**src/rtl/exec_sequencer_pkg.sv**
```systemverilog
// Shared types and constants for the execute sequencer.
// Package exec_seq_pkg: FSM state encoding, the opcodes the sequencer
// may execute, and the decoder format codes it qualifies them with.
package exec_seq_pkg;

    typedef enum logic [2:0] {
        S_IDLE   = 3'd0,
        S_DECODE = 3'd1,
        S_EXEC   = 3'd2,
        S_WB     = 3'd3,
        S_RESP   = 3'd4
    } exec_state_t;

    localparam logic [6:0] OP_REG  = 7'b0110011;
    localparam logic [6:0] OP_REGW = 7'b0111011;
    localparam logic [6:0] OP_IMM  = 7'b0010011;
    localparam logic [6:0] OP_IMMW = 7'b0011011;

    localparam logic [2:0] FMT_R = 3'b000;
    localparam logic [2:0] FMT_I = 3'b001;

    // Only register-register and register-immediate ALU ops are executable,
    // and only when the decoder format agrees with the opcode class.
    function automatic logic is_exec_legal(input logic [2:0] fmt, input logic [6:0] opcode);
        logic r_ok;
        logic i_ok;
        r_ok = (fmt == FMT_R) && ((opcode == OP_REG) || (opcode == OP_REGW));
        i_ok = (fmt == FMT_I) && ((opcode == OP_IMM) || (opcode == OP_IMMW));
        return r_ok || i_ok;
    endfunction

endpackage

```
**src/rtl/exec_sequencer_if.sv**
```systemverilog
// Instruction request and response channels of the execute sequencer.
// slave is the sequencer side, master is the side issuing instructions.
interface exec_sequencer_if #(
    parameter int XLEN = 64
);
    logic            in_valid;
    logic            in_ready;
    logic [31:0]     in_instr;
    logic            out_valid;
    logic            out_ready;
    logic [XLEN-1:0] out_result;
    logic [4:0]      out_rd;
    logic            out_illegal;

    modport slave (
        input  in_valid, in_instr, out_ready,
        output in_ready, out_valid, out_result, out_rd, out_illegal
    );

    modport master (
        output in_valid, in_instr, out_ready,
        input  in_ready, out_valid, out_result, out_rd, out_illegal
    );
endinterface

```
**src/rtl/exec_perf_counter.sv**
```systemverilog
// Retired / illegal instruction counters, stepped on each accepted response.
// Both counters wrap naturally at 2^CNT_W.
module exec_perf_counter #(
    parameter int CNT_W = 32
) (
    input  logic             clk,
    input  logic             rst,
    input  logic             i_out_valid,
    input  logic             i_out_ready,
    input  logic             i_illegal,
    output logic [CNT_W-1:0] o_retired_cnt,
    output logic [CNT_W-1:0] o_illegal_cnt
);
    logic w_resp_hs;
    logic [CNT_W-1:0] r_retired_cnt;
    logic [CNT_W-1:0] r_illegal_cnt;

    assign w_resp_hs = i_out_valid && i_out_ready;

    // Count each response exactly once, in the bucket its illegal flag selects.
    always_ff @(posedge clk or negedge rst) begin
        if (!rst) begin
            r_retired_cnt <= '0;
            r_illegal_cnt <= '0;
        end else if (w_resp_hs) begin
            if (i_illegal) r_illegal_cnt <= r_illegal_cnt + 1'b1;
            else           r_retired_cnt <= r_retired_cnt + 1'b1;
        end
    end

    assign o_retired_cnt = r_retired_cnt;
    assign o_illegal_cnt = r_illegal_cnt;
endmodule

```
**src/rtl/exec_sequencer.sv**
```systemverilog
// Multi-cycle sequencer for the RV64 integer execute datapath.
// IDLE -> DECODE -> EXEC -> WB (-> RESP while the response is stalled).
// Optional feature: define EXEC_PERF_CNT_EN to build the retired/illegal
// instruction counters; otherwise both counter outputs are tied to zero.
module exec_sequencer
    import exec_seq_pkg::*;
#(
    parameter int XLEN  = 64,
    parameter int CNT_W = 32
) (
    input  logic              clk,
    input  logic              rst,
    exec_sequencer_if.slave   bus,
    output logic [31:0]       ir_instr,
    input  logic [2:0]        dec_format,
    input  logic [4:0]        dec_rd,
    input  logic [XLEN-1:0]   alu_result,
    output logic              rf_we,
    output logic [4:0]        rf_waddr,
    output logic [XLEN-1:0]   rf_wdata,
    output logic              busy,
    output logic [CNT_W-1:0]  retired_cnt,
    output logic [CNT_W-1:0]  illegal_cnt
);
    exec_state_t     r_state;
    logic [31:0]     r_ir;
    logic [XLEN-1:0] r_result;
    logic [4:0]      r_rd;
    logic            r_illegal;
    logic            r_in_ready;
    logic            r_out_valid;
    logic            r_rf_we;
    logic            r_busy;

    // Sequencer FSM; every control output is registered alongside the state
    // so it is a pure function of the current state.
    // NOTE: all state here uses non-blocking assignments so every flop samples
    // pre-edge values; a blocking '=' would leak new values into this same edge.
    always_ff @(posedge clk or negedge rst) begin
        if (!rst) begin
            r_state     <= S_IDLE;
            r_ir        <= '0;
            r_result    <= '0;
            r_rd        <= '0;
            r_illegal   <= 1'b0;
            r_in_ready  <= 1'b1;
            r_out_valid <= 1'b0;
            r_rf_we     <= 1'b0;
            r_busy      <= 1'b0;
        end else begin
            // NOTE: default-low here makes rf_we a single-cycle pulse; only the
            // EXEC->WB transition can raise it, so RESP never repeats the write.
            r_rf_we <= 1'b0;
            case (r_state)
                S_IDLE: begin
                    if (bus.in_valid) begin
                        r_ir       <= bus.in_instr;
                        r_in_ready <= 1'b0;
                        r_busy     <= 1'b1;
                        r_state    <= S_DECODE;
                    end
                end
                S_DECODE: begin
                    r_rd      <= dec_rd;
                    r_illegal <= !is_exec_legal(dec_format, r_ir[6:0]);
                    r_state   <= S_EXEC;
                end
                S_EXEC: begin
                    r_result    <= r_illegal ? '0 : alu_result;
                    r_rf_we     <= !r_illegal && (r_rd != 5'd0);
                    r_out_valid <= 1'b1;
                    r_state     <= S_WB;
                end
                S_WB, S_RESP: begin
                    if (bus.out_ready) begin
                        r_out_valid <= 1'b0;
                        r_in_ready  <= 1'b1;
                        r_busy      <= 1'b0;
                        r_state     <= S_IDLE;
                    end else begin
                        r_state <= S_RESP;
                    end
                end
                default: begin
                    r_out_valid <= 1'b0;
                    r_in_ready  <= 1'b1;
                    r_busy      <= 1'b0;
                    r_state     <= S_IDLE;
                end
            endcase
        end
    end

    assign ir_instr        = r_ir;
    assign bus.in_ready    = r_in_ready;
    assign bus.out_valid   = r_out_valid;
    assign bus.out_result  = r_result;
    assign bus.out_rd      = r_rd;
    assign bus.out_illegal = r_illegal;
    assign rf_we           = r_rf_we;
    assign rf_waddr        = r_rd;
    assign rf_wdata        = r_result;
    assign busy            = r_busy;

`ifdef EXEC_PERF_CNT_EN
    exec_perf_counter #(.CNT_W(CNT_W)) u_perf (
        .clk           (clk),
        .rst           (rst),
        .i_out_valid   (r_out_valid),
        .i_out_ready   (bus.out_ready),
        .i_illegal     (r_illegal),
        .o_retired_cnt (retired_cnt),
        .o_illegal_cnt (illegal_cnt)
    );
`else
    assign retired_cnt = '0;
    assign illegal_cnt = '0;
`endif

endmodule
```
**src/flat_wrapper.sv**
```systemverilog
// flat-port wrapper written by rule: the top's interface ports become plain ports
module exec_sequencer_flat import exec_seq_pkg::*;
#(
    parameter int XLEN  = 64,
    parameter int CNT_W = 32
)
  (clk, rst, ir_instr, dec_format, dec_rd, alu_result, rf_we, rf_waddr, rf_wdata, busy, retired_cnt, illegal_cnt, bus_in_valid, bus_in_instr, bus_out_ready, bus_in_ready, bus_out_valid, bus_out_result, bus_out_rd, bus_out_illegal);
  exec_sequencer_if #(.XLEN(XLEN)) bus_i ();
  input  logic clk;
  input  logic rst;
  output logic [31:0] ir_instr;
  input  logic [2:0] dec_format;
  input  logic [4:0] dec_rd;
  input  logic [XLEN-1:0] alu_result;
  output logic rf_we;
  output logic [4:0] rf_waddr;
  output logic [XLEN-1:0] rf_wdata;
  output logic busy;
  output logic [CNT_W-1:0] retired_cnt;
  output logic [CNT_W-1:0] illegal_cnt;
  input wire logic [$bits(bus_i.in_valid)-1:0] bus_in_valid;
  input wire logic [$bits(bus_i.in_instr)-1:0] bus_in_instr;
  input wire logic [$bits(bus_i.out_ready)-1:0] bus_out_ready;
  output wire logic [$bits(bus_i.in_ready)-1:0] bus_in_ready;
  output wire logic [$bits(bus_i.out_valid)-1:0] bus_out_valid;
  output wire logic [$bits(bus_i.out_result)-1:0] bus_out_result;
  output wire logic [$bits(bus_i.out_rd)-1:0] bus_out_rd;
  output wire logic [$bits(bus_i.out_illegal)-1:0] bus_out_illegal;
  assign bus_i.in_valid = bus_in_valid;
  assign bus_i.in_instr = bus_in_instr;
  assign bus_i.out_ready = bus_out_ready;
  assign bus_in_ready = bus_i.in_ready;
  assign bus_out_valid = bus_i.out_valid;
  assign bus_out_result = bus_i.out_result;
  assign bus_out_rd = bus_i.out_rd;
  assign bus_out_illegal = bus_i.out_illegal;
  exec_sequencer #(.XLEN(XLEN), .CNT_W(CNT_W)) u_core (.clk(clk), .rst(rst), .bus(bus_i), .ir_instr(ir_instr), .dec_format(dec_format), .dec_rd(dec_rd), .alu_result(alu_result), .rf_we(rf_we), .rf_waddr(rf_waddr), .rf_wdata(rf_wdata), .busy(busy), .retired_cnt(retired_cnt), .illegal_cnt(illegal_cnt));
endmodule
```
**config.mk**
```make
export PLATFORM = sky130hd
export DESIGN_NAME = exec_sequencer_flat
export DESIGN_NICKNAME = d
export VERILOG_FILES = /design/src/rtl/exec_sequencer_pkg.sv /design/src/rtl/exec_sequencer_if.sv /design/src/rtl/exec_perf_counter.sv /design/src/rtl/exec_sequencer.sv /design/src/flat_wrapper.sv
export SDC_FILE = /design/constraint.sdc
export NUM_CORES = 1
export LEC_CHECK = 0
export CORE_AREA = 2 2 136 138
export DETAILED_ROUTE_END_ITERATION = 8
export DIE_AREA = 0 0 138 140
export PLACE_DENSITY = 0.69
export SLEW_MARGIN = 15
export SYNTH_ARGS = -nofsm -noshare
export SYNTH_HDL_FRONTEND = slang
export SYNTH_HIERARCHICAL = 1
export SYNTH_SLANG_ARGS = --single-unit
```
**constraint.sdc**
```tcl
create_clock -name clk -period 2 [get_ports clk]
set_clock_uncertainty 0.1 [all_clocks]
set_input_delay 0.2 -clock clk [delete_from_list [all_inputs] [get_ports clk]]
set_output_delay 0.2 -clock clk [all_outputs]
set_load 0.02 [all_outputs]
```
## After elaboration in Yosys (flattened, before gate mapping)

Index checks and enable logic that the tools add are counted.

- Eq/ne operators: 11
- Multiplexer cells: 12
- Bitwise logic cells: 2
- Reduce and logical (&&, ||, !) cells: 17

Operator list:

| cell | number |
|---|---|
| 64-bit two-way mux | 1 |
| 7-bit by 5-bit equality test with 1-bit output, second input constant | 2 |
| 7-bit by 6-bit equality test with 1-bit output, second input constant | 2 |
| 3-bit case mux with 4 select lines | 1 |
| 1-bit case mux with 3 select lines | 3 |
| 3-bit by 1-bit equality test with 1-bit output, second input constant | 2 |
| 3-bit by 2-bit equality test with 1-bit output, second input constant | 2 |
| 3-bit logical NOT | 2 |
| 3-bit two-way mux | 2 |
| 2-bit OR reduction | 3 |
| 1-bit two-way mux | 5 |
| 5-bit nonzero test | 1 |
| 2-bit != test, second input constant | 2 |
| 2-bit AND reduction | 2 |
| 3-bit equality test, second input constant | 1 |
| 1-bit logical AND | 3 |
| 1-bit logical OR | 3 |
| 3-bit AND reduction | 1 |
| 1-bit logical NOT | 2 |
| 1-bit NOT | 2 |

- Flip-flop bits (word level): 109
- Input bits: 108
- Output and inout bits: 239

## Depth between registers and ports, before layout

- Word-level depth: 5
- Depth in mapped cells: 6

## Worst setup path before layout

No wires, ideal clock.

- Path kind: register to register
- Start point: reg u_core.r_state[0]
- End point: reg u_core.r_ir[10] (netlist: u_core/ir_instr[10])
- Data arrival time: 1486 ps
- Data required time: 1775 ps
- Path slack: 290 ps
- Stages on the path, launching flop included: 5
- Clock period less this slack: 1710 ps
- Cells stage by stage: dfrtp_1 -> buf_2 -> nor4b_4 -> buf_6 -> mux2_2

- Word-level cells in the longest chain between the ends: 2

RTL lines:

| what | line | RTL |
|---|---|---|
| from (decl) | exec_sequencer.sv:25 | `exec_state_t r_state;` |
| from (signal assigned) | exec_sequencer.sv:41 | `r_state <= S_IDLE;` |
| from (signal assigned) | exec_sequencer.sv:60 | `r_state <= S_DECODE;` |
| from (signal assigned) | exec_sequencer.sv:66 | `r_state <= S_EXEC;` |
| 3-bit logical NOT | exec_sequencer.sv:54 | `case (r_state)` |
| 2-bit AND reduction (no source line) | n/a |  |
| to (signal assigned) | exec_sequencer.sv:57 | `r_ir <= bus.in_instr;` |
| to (decl) | exec_sequencer.sv:26 | `logic [31:0] r_ir;` |

No other way between the ends.
A chain may end at the register's enable or synchronous reset.

## Final worst setup path

- Start point: reg u_core.r_in_ready (netlist: u_core/bus.in_ready)
- End point: out bus_in_ready

RTL lines:

| what | line | RTL |
|---|---|---|
| from (decl) | exec_sequencer.sv:30 | `logic r_in_ready;` |
| from (signal assigned) | exec_sequencer.sv:46 | `r_in_ready <= 1'b1;` |
| from (signal assigned) | exec_sequencer.sv:58 | `r_in_ready <= 1'b0;` |
| from (signal assigned) | exec_sequencer.sv:77 | `r_in_ready <= 1'b1;` |
| to (decl) | flat_wrapper.sv:24 | `output wire logic [$bits(bus_i.in_ready)-1:0] bus_in_ready;` |

No word-level cell between the ends.

==> results.sh <==
export IMPL_ys_warn_count=6
export IMPL_num_vias=3982
export IMPL_synth_simple_gate_area_share=0.136
export IMPL_relSlewSlack=0.623
export IMPL_netlist_instances=526
export IMPL_yosysUniqueCellTypes=30
export IMPL_grt_setup_unrepaired="false"
export IMPL_worstMarginPinSlew_ps=565
export IMPL_cp_cell_sequence="clkdlybuf4s50_1"
export IMPL_dp_hpwl_um=10200
export IMPL_coreArea_um2=17800
export IMPL_async_flop_share=1.00
export IMPL_ir_drop_uv=910
export IMPL_syn_area_per_cell_um2=10.4
export IMPL_first_pass_iters=4
export IMPL_ys_seq_area_frac=0.498
export IMPL_grt_start_max_net_pins=76
export IMPL_critPathTopFamily="buffers and inverters"
export IMPL_clock_latency_ps=350
export IMPL_drt_drc_violations_left=0
export IMPL_slowest_stage="clkdlybuf4s50_1"
export IMPL_fmax_mhz=554
export IMPL_hp_class="input port to async pin"
export IMPL_die_area_um2=19300
export IMPL_fin_crit_ps=1800
export IMPL_power_density_nw_per_um2=1050
export IMPL_cts_sinks=109
export IMPL_antenna_found_initial=0
export IMPL_cp_max_fo=2
export IMPL_ys_seq_elements=109
export IMPL_fin_nets=839
export IMPL_synth_compound_area_frac=0.0706
export IMPL_synth_adder_area_share=0
export IMPL_fin_util=0.455
export IMPL_p_leak_nw=3.29
export IMPL_synthMuxAreaShare=0.0761
export IMPL_synth_top_family_by_area="buffers and inverters"
export IMPL_port_buffer_count=282
export IMPL_finalHoldViolCount=0
export IMPL_clk_path_buf_depth=2
export IMPL_cp_required_ps=1700
export IMPL_core_rowCount=49
export IMPL_h_tree_depth=3
export IMPL_syn2layout_area_growth_pct=47.8
export IMPL_synth_ff_type="dfrtp_1"
export IMPL_cp_num_buf_inv=1
export IMPL_maxSlewViolCount=0
export IMPL_die_h_um=140
export IMPL_detail_route_vias_per_cell=4.13
export IMPL_wire_per_inst_um=14.1
export IMPL_synth_xor_area_frac=0.00320
export IMPL_cts_buffers=9
export IMPL_grt_pass1_vias=3966
export IMPL_wirelength_um=13600
export IMPL_synth_cell_area_um2=5480
export IMPL_start_util=0.308
export IMPL_num_antenna_cells=0
export IMPL_hold_ws_ps=283
export IMPL_cts_tree="built"
export IMPL_slowest_delay_ps=620
export IMPL_pin_count=347
export IMPL_worstSetupStartpointType="register"
export IMPL_arrival_ps=1500
export IMPL_synth_edf_count=0
export IMPL_grt_pass1_wl_um=21600
export IMPL_grtUsageTotal=0.140
export IMPL_ant_nets=0
export IMPL_cts_root_buf="clkbuf_16"
export IMPL_path_class="register to output port"
export IMPL_layout_drive_gt1_share=0.0924
export IMPL_overflow=0
export IMPL_setup_viol=0
export IMPL_drv_cap=0
export IMPL_period_share=0.902
export IMPL_tns_ps=0
export IMPL_drt_iter0_drc=99
export IMPL_die_x_um=138
export IMPL_gp_congestion=0.753
export IMPL_outcome="completed"
export IMPL_path_clk_slew_ps=80
export IMPL_cp_end_kind="output port"
[path summary, 6_finish.rpt]
kind	startpoint	slack (ps)	end	cells after the start
worst max register to register	u_core/r_state[1]	230	u_core/bus.out_result[18]	4
worst min register to register	u_core/bus.in_ready	370	u_core/bus.in_ready	2
worst max-delay path	u_core/bus.in_ready	200	bus_in_ready	1
min in group clk	alu_result[55]	290	u_core/bus.out_result[55]	3
max in group asynchronous	rst	850	u_core/bus.in_ready	3
worst min-delay path	rst	280	u_core/ir_instr[23]	2
[cells in the mapped netlist, types with 3 or more instances]
library cell,instances,share of area
mux2_2,35,0.072
buf_4,133,0.18
nor2_1,4,0.0027
buf_6,8,0.016
clkbuf_1,10,0.0069
nand2_1,65,0.045
a21oi_1,3,0.0027
o21ai_1,11,0.010
nand2b_1,64,0.073
o21ai_0,54,0.049
buf_2,9,0.0082
dfrtp_1,108,0.49
[through the flow]
step	total power, mW	setup WS [ps]	area, µm²	cells
6_report	8.49	196	8090	965
5_1_grt	8.97	100	8090	965
4_1_cts	8.62	167	8090	965
3_5_place_dp	6.71	147	7770	948
3_3_place_gp	6.65	141	7770	948
2_1_floorplan	5.33	290	5710	589
[layer usage]
metal / up-vias / routed length [µm] / GRT usage
li1: 1910 / - / -
met2: 199 / 6870 / 0.247
met5: - / 0 / 0
met4: 0 / 188 / 0.0456
met3: 12 / 1240 / 0.0489
met1: 1861 / 5300 / 0.159
[report_power, final]
group          switching [mW]  internal, mW  total [mW]
clock network           0.859         0.990        1.85
registers               0.386          2.70        3.08
logic                    1.81          1.74        3.55
total                    3.06          5.43        8.49
[layout by cell type (no fill, tap or decap), types with 2 or more instances in the layout]
cell             count
nand2_1             65
o21ai_0             54
a21oi_1              3
nand2b_1            64
nor3_1               2
clkbuf_16            9
mux2_1               2
o21ai_1             11
clkdlybuf4s50_1    281
buf_12               5
nor2_1               4
mux2_2              35
dfrtp_1            107
conb_1              64
xnor2_1              2
clkinv_4             3
buf_4                4
a21o_1               2
[logic make-up (layout without fill, tap and decap cells)]
| logic type | after synthesis | count (layout) |
|---|---|---|
| and+or+nand+nor | 142 | 142 |
| other | 1 | 64 |
| AOI/OAI and AO/OA | 74 | 74 |
| muxes | 37 | 37 |
| buffers and inverters | 161 | 308 |
| xor gates and xnor gates | 2 | 2 |
| DFF | 109 | 109 |
[final cells by class]
class                      instances  area [µm²]
tap                              229         287
inverter                           1        3.75
fill                            1719        9690
multi-input combinational        319        1810
clock buffer                       9         225
clock inverter                     7        81.3
sequential                       109        2730
timing repair buffer             291        2950
[repair_timing]
action	4_1_cts	5_1_grt
gates resized for setup	0	0
setup buffers	0	0
hold buffers	1	0
endpoints found under the hold margin	37	0
[sequential cells by signal (all words and copies together), names as in the netlist, 3 cells and up]
name and flops:
u_core/r_state 3, u_core/bus.out_rd 5, u_core/bus.out_result 64, u_core/ir_instr 32
(Power assumes the default switching activity.)
==> RTL edit, RTL diff (config.mk and constraints unchanged) <==
Add a define of `EXEC_PERF_CNT_EN`.
--- a/src/rtl/exec_sequencer.sv
+++ b/src/rtl/exec_sequencer.sv
@@ -3,4 +3,6 @@
 // Optional feature: define EXEC_PERF_CNT_EN to build the retired/illegal
 // instruction counters; otherwise both counter outputs are tied to zero.
+`define EXEC_PERF_CNT_EN
+
 module exec_sequencer
     import exec_seq_pkg::*;
Behaviour: not the same (Yosys sat finds a counterexample within 10 cycles, from zero or initial values and one cycle with rst low).
==> RTL edit against the original RTL <==
  * Clock power rose by 94%
  * Area after synthesis rose by 45%
  * Setup slack got worse by 94 ps
  * Core utilization rose by 21 points
  * Sequential cell count rose by 64
  * Critical path type unchanged
  * Largest power group is now registers
  * Design area rose by 46%
  * Largest cell class is now flip-flops and latches
  * Cell count rose by 28%
  * Routed wire length rose by 63%
  * Die area did not move
  * Total power rose by 43%
==> RTL edit: results (changes against the original RTL) <==
Outcome
  • Status: finished clean

Drt
  • Via count: 5991 (+50%)
  • Iter 0 DRT Violations: 336 (+240%)
  • Metal2 WL: 10.9 mm (+59%)
  • Wire length on met1: 9.43 mm (+78%)
  • Wire length per cell: 17.9 um (+27%)
  • Met3 wire length: 1.49 mm (+20%)
  • Detailed Routing Iterations Pass 1: 8 (+4)
  • Routed wire length: 22.1 mm (+63%)

Synthesis
  • Synth Area in Compound Gates: 4.88% (-2.2 points)
  • Multiplexer share of the synthesized area: 5.40% (-2.2 points)
  • Seq/Total Area, Yosys: 54.7% (+4.8 points)
  • Xor and xnor area share after synthesis: 7.08% (+6.8 points)
  • Post-synth top cells: 172 x dfrtp_1, 84 x nand2_1, 70 x buf_4
  • Post-Synth Adder-Cell Area: 0.316% (+0.32 points)
  • #FFs+latches synth: 173 (+59%)
  • Top cells by area, synth: dfrtp_1 54%, buf_4 6.6%, xnor2_1 6.0%
  • Syn_area_per_cell: 11.1 um^2 (+6.4%)
  • Post-synthesis cell type count: 42 (+40%)

Critical path
  • Critical-path maximum fanout: 4 (+2)
  • Worst Reg-to-Reg Cells: 3 (-1)
  • Setup crit end: bus_out_rd[3]
  • Crit path largest cell delay: 670 ps (+50 ps)
  • CP Launch Point: u_core/bus.out_rd[3]
  • Worst r2r dst: u_core/bus.out_result[34]
  • Critical R2R Launch: u_core/r_state[1]
  • Arr. time, crit path: 1600 ps (+100 ps)

STA
  • Max-Slew Margin vs Limit: 64.2% (+1.9 points)
  • Fmax: 0.527 GHz (-4.9%)

GRT
  • Largest net degree at the start of global routing: 65 (-14%)
  • First-pass GRT wire length: 34.7 mm (+61%)
  • Initial antenna violation count: 0 (unchanged)

Power
  • Switching Share: 31.8% (-4.2 points)
  • Max rail drop VDD: 0.826 mV (-9.2%)
  • Leakage power: 4.84 nW (+47%)

Final layout
  • Final net count: 1105 (+32%)
  • Share of post-route cells with drive strength above 1: 10.0% (+0.78 points)

Placed design
  • Post-place setup slack: 68.2 ps (-79.2 ps)
  • Gpl congestion: 0.810 (+7.6%)
  • Port Buffers: 346 (+23%)
  • Placed Cells: 1204 (+27%)
  • Post-DP HPWL: 16.4 mm (+61%)
  • Dpl cell area: 0.0111 mm^2 (+43%)

Clock network
  • Total CTS buffers: 17 (+8)
  • H-tree depth: 4 (+1)
  • Clock Latency Late Sink: 420 ps (+70 ps)
[RTL edit: changes by cell type after synthesis, moves of 18 or more]
cell / before / now
dfrtp_1: 108 / 172
buf_4: 133 / 70
xnor2_1: 2 / 54
nand4_1: 0 / 30
nand2_1: 65 / 84
nand3_1: 0 / 18
[RTL edit: power groups by stage]
| stage | sequential, mW | combinational [mW] | clock, mW |
|---|---|---|---|
| 2_1_floorplan | 5.12 | 1.67 | 0 |
| 3_3_place_gp | 4.62 | 3.95 | 0 |
| 3_5_place_dp | 4.64 | 3.96 | 0 |
| 4_1_cts | 4.60 | 3.99 | 3.65 |
| 5_1_grt | 4.68 | 4.20 | 3.80 |
| 6_report | 4.58 | 3.95 | 3.59 |
[RTL edit: cells by family after synthesis]
kind of cell             count (synthesis)
AO/OA/AOI/OAI                           74
XOR/XNOR                                64
adder cells (fa/ha/maj)                  2
buffers and inverters                  109
flip-flops                             173
multiplexers                            38
AND/OR/NAND/NOR                        255
[RTL edit: final cells by class]
class | count | area (um^2)
clock buffer | 22 | 484
clock inverter | 10 | 160
fill | 1418 | 5980
inverter | 6 | 22.5
multi-input combinational | 433 | 2830
sequential | 173 | 4330
tap | 229 | 287
timing repair buffer | 364 | 3680
[RTL edit: timing repair]
item                      CTS  global route
hold endpoints to repair  139             0
hold buffers                1             0
resized for setup           0             0
[RTL edit: layer usage]
layer  track usage [%]  up-vias
met1              29.0     2882
met4              5.64        0
met2              38.1      205
met3              7.93       15
met5                 0        -
li1                  -     2889
[RTL edit: per-stage QoR]
step | total power [mW] | hold WS (ps)
floorplan | 6.79 | -196
global placement | 8.57 | 25.9
detailed placement | 8.60 | 24.2
CTS | 12.2 | 152
global route | 12.7 | 155
finish | 12.1 | 128
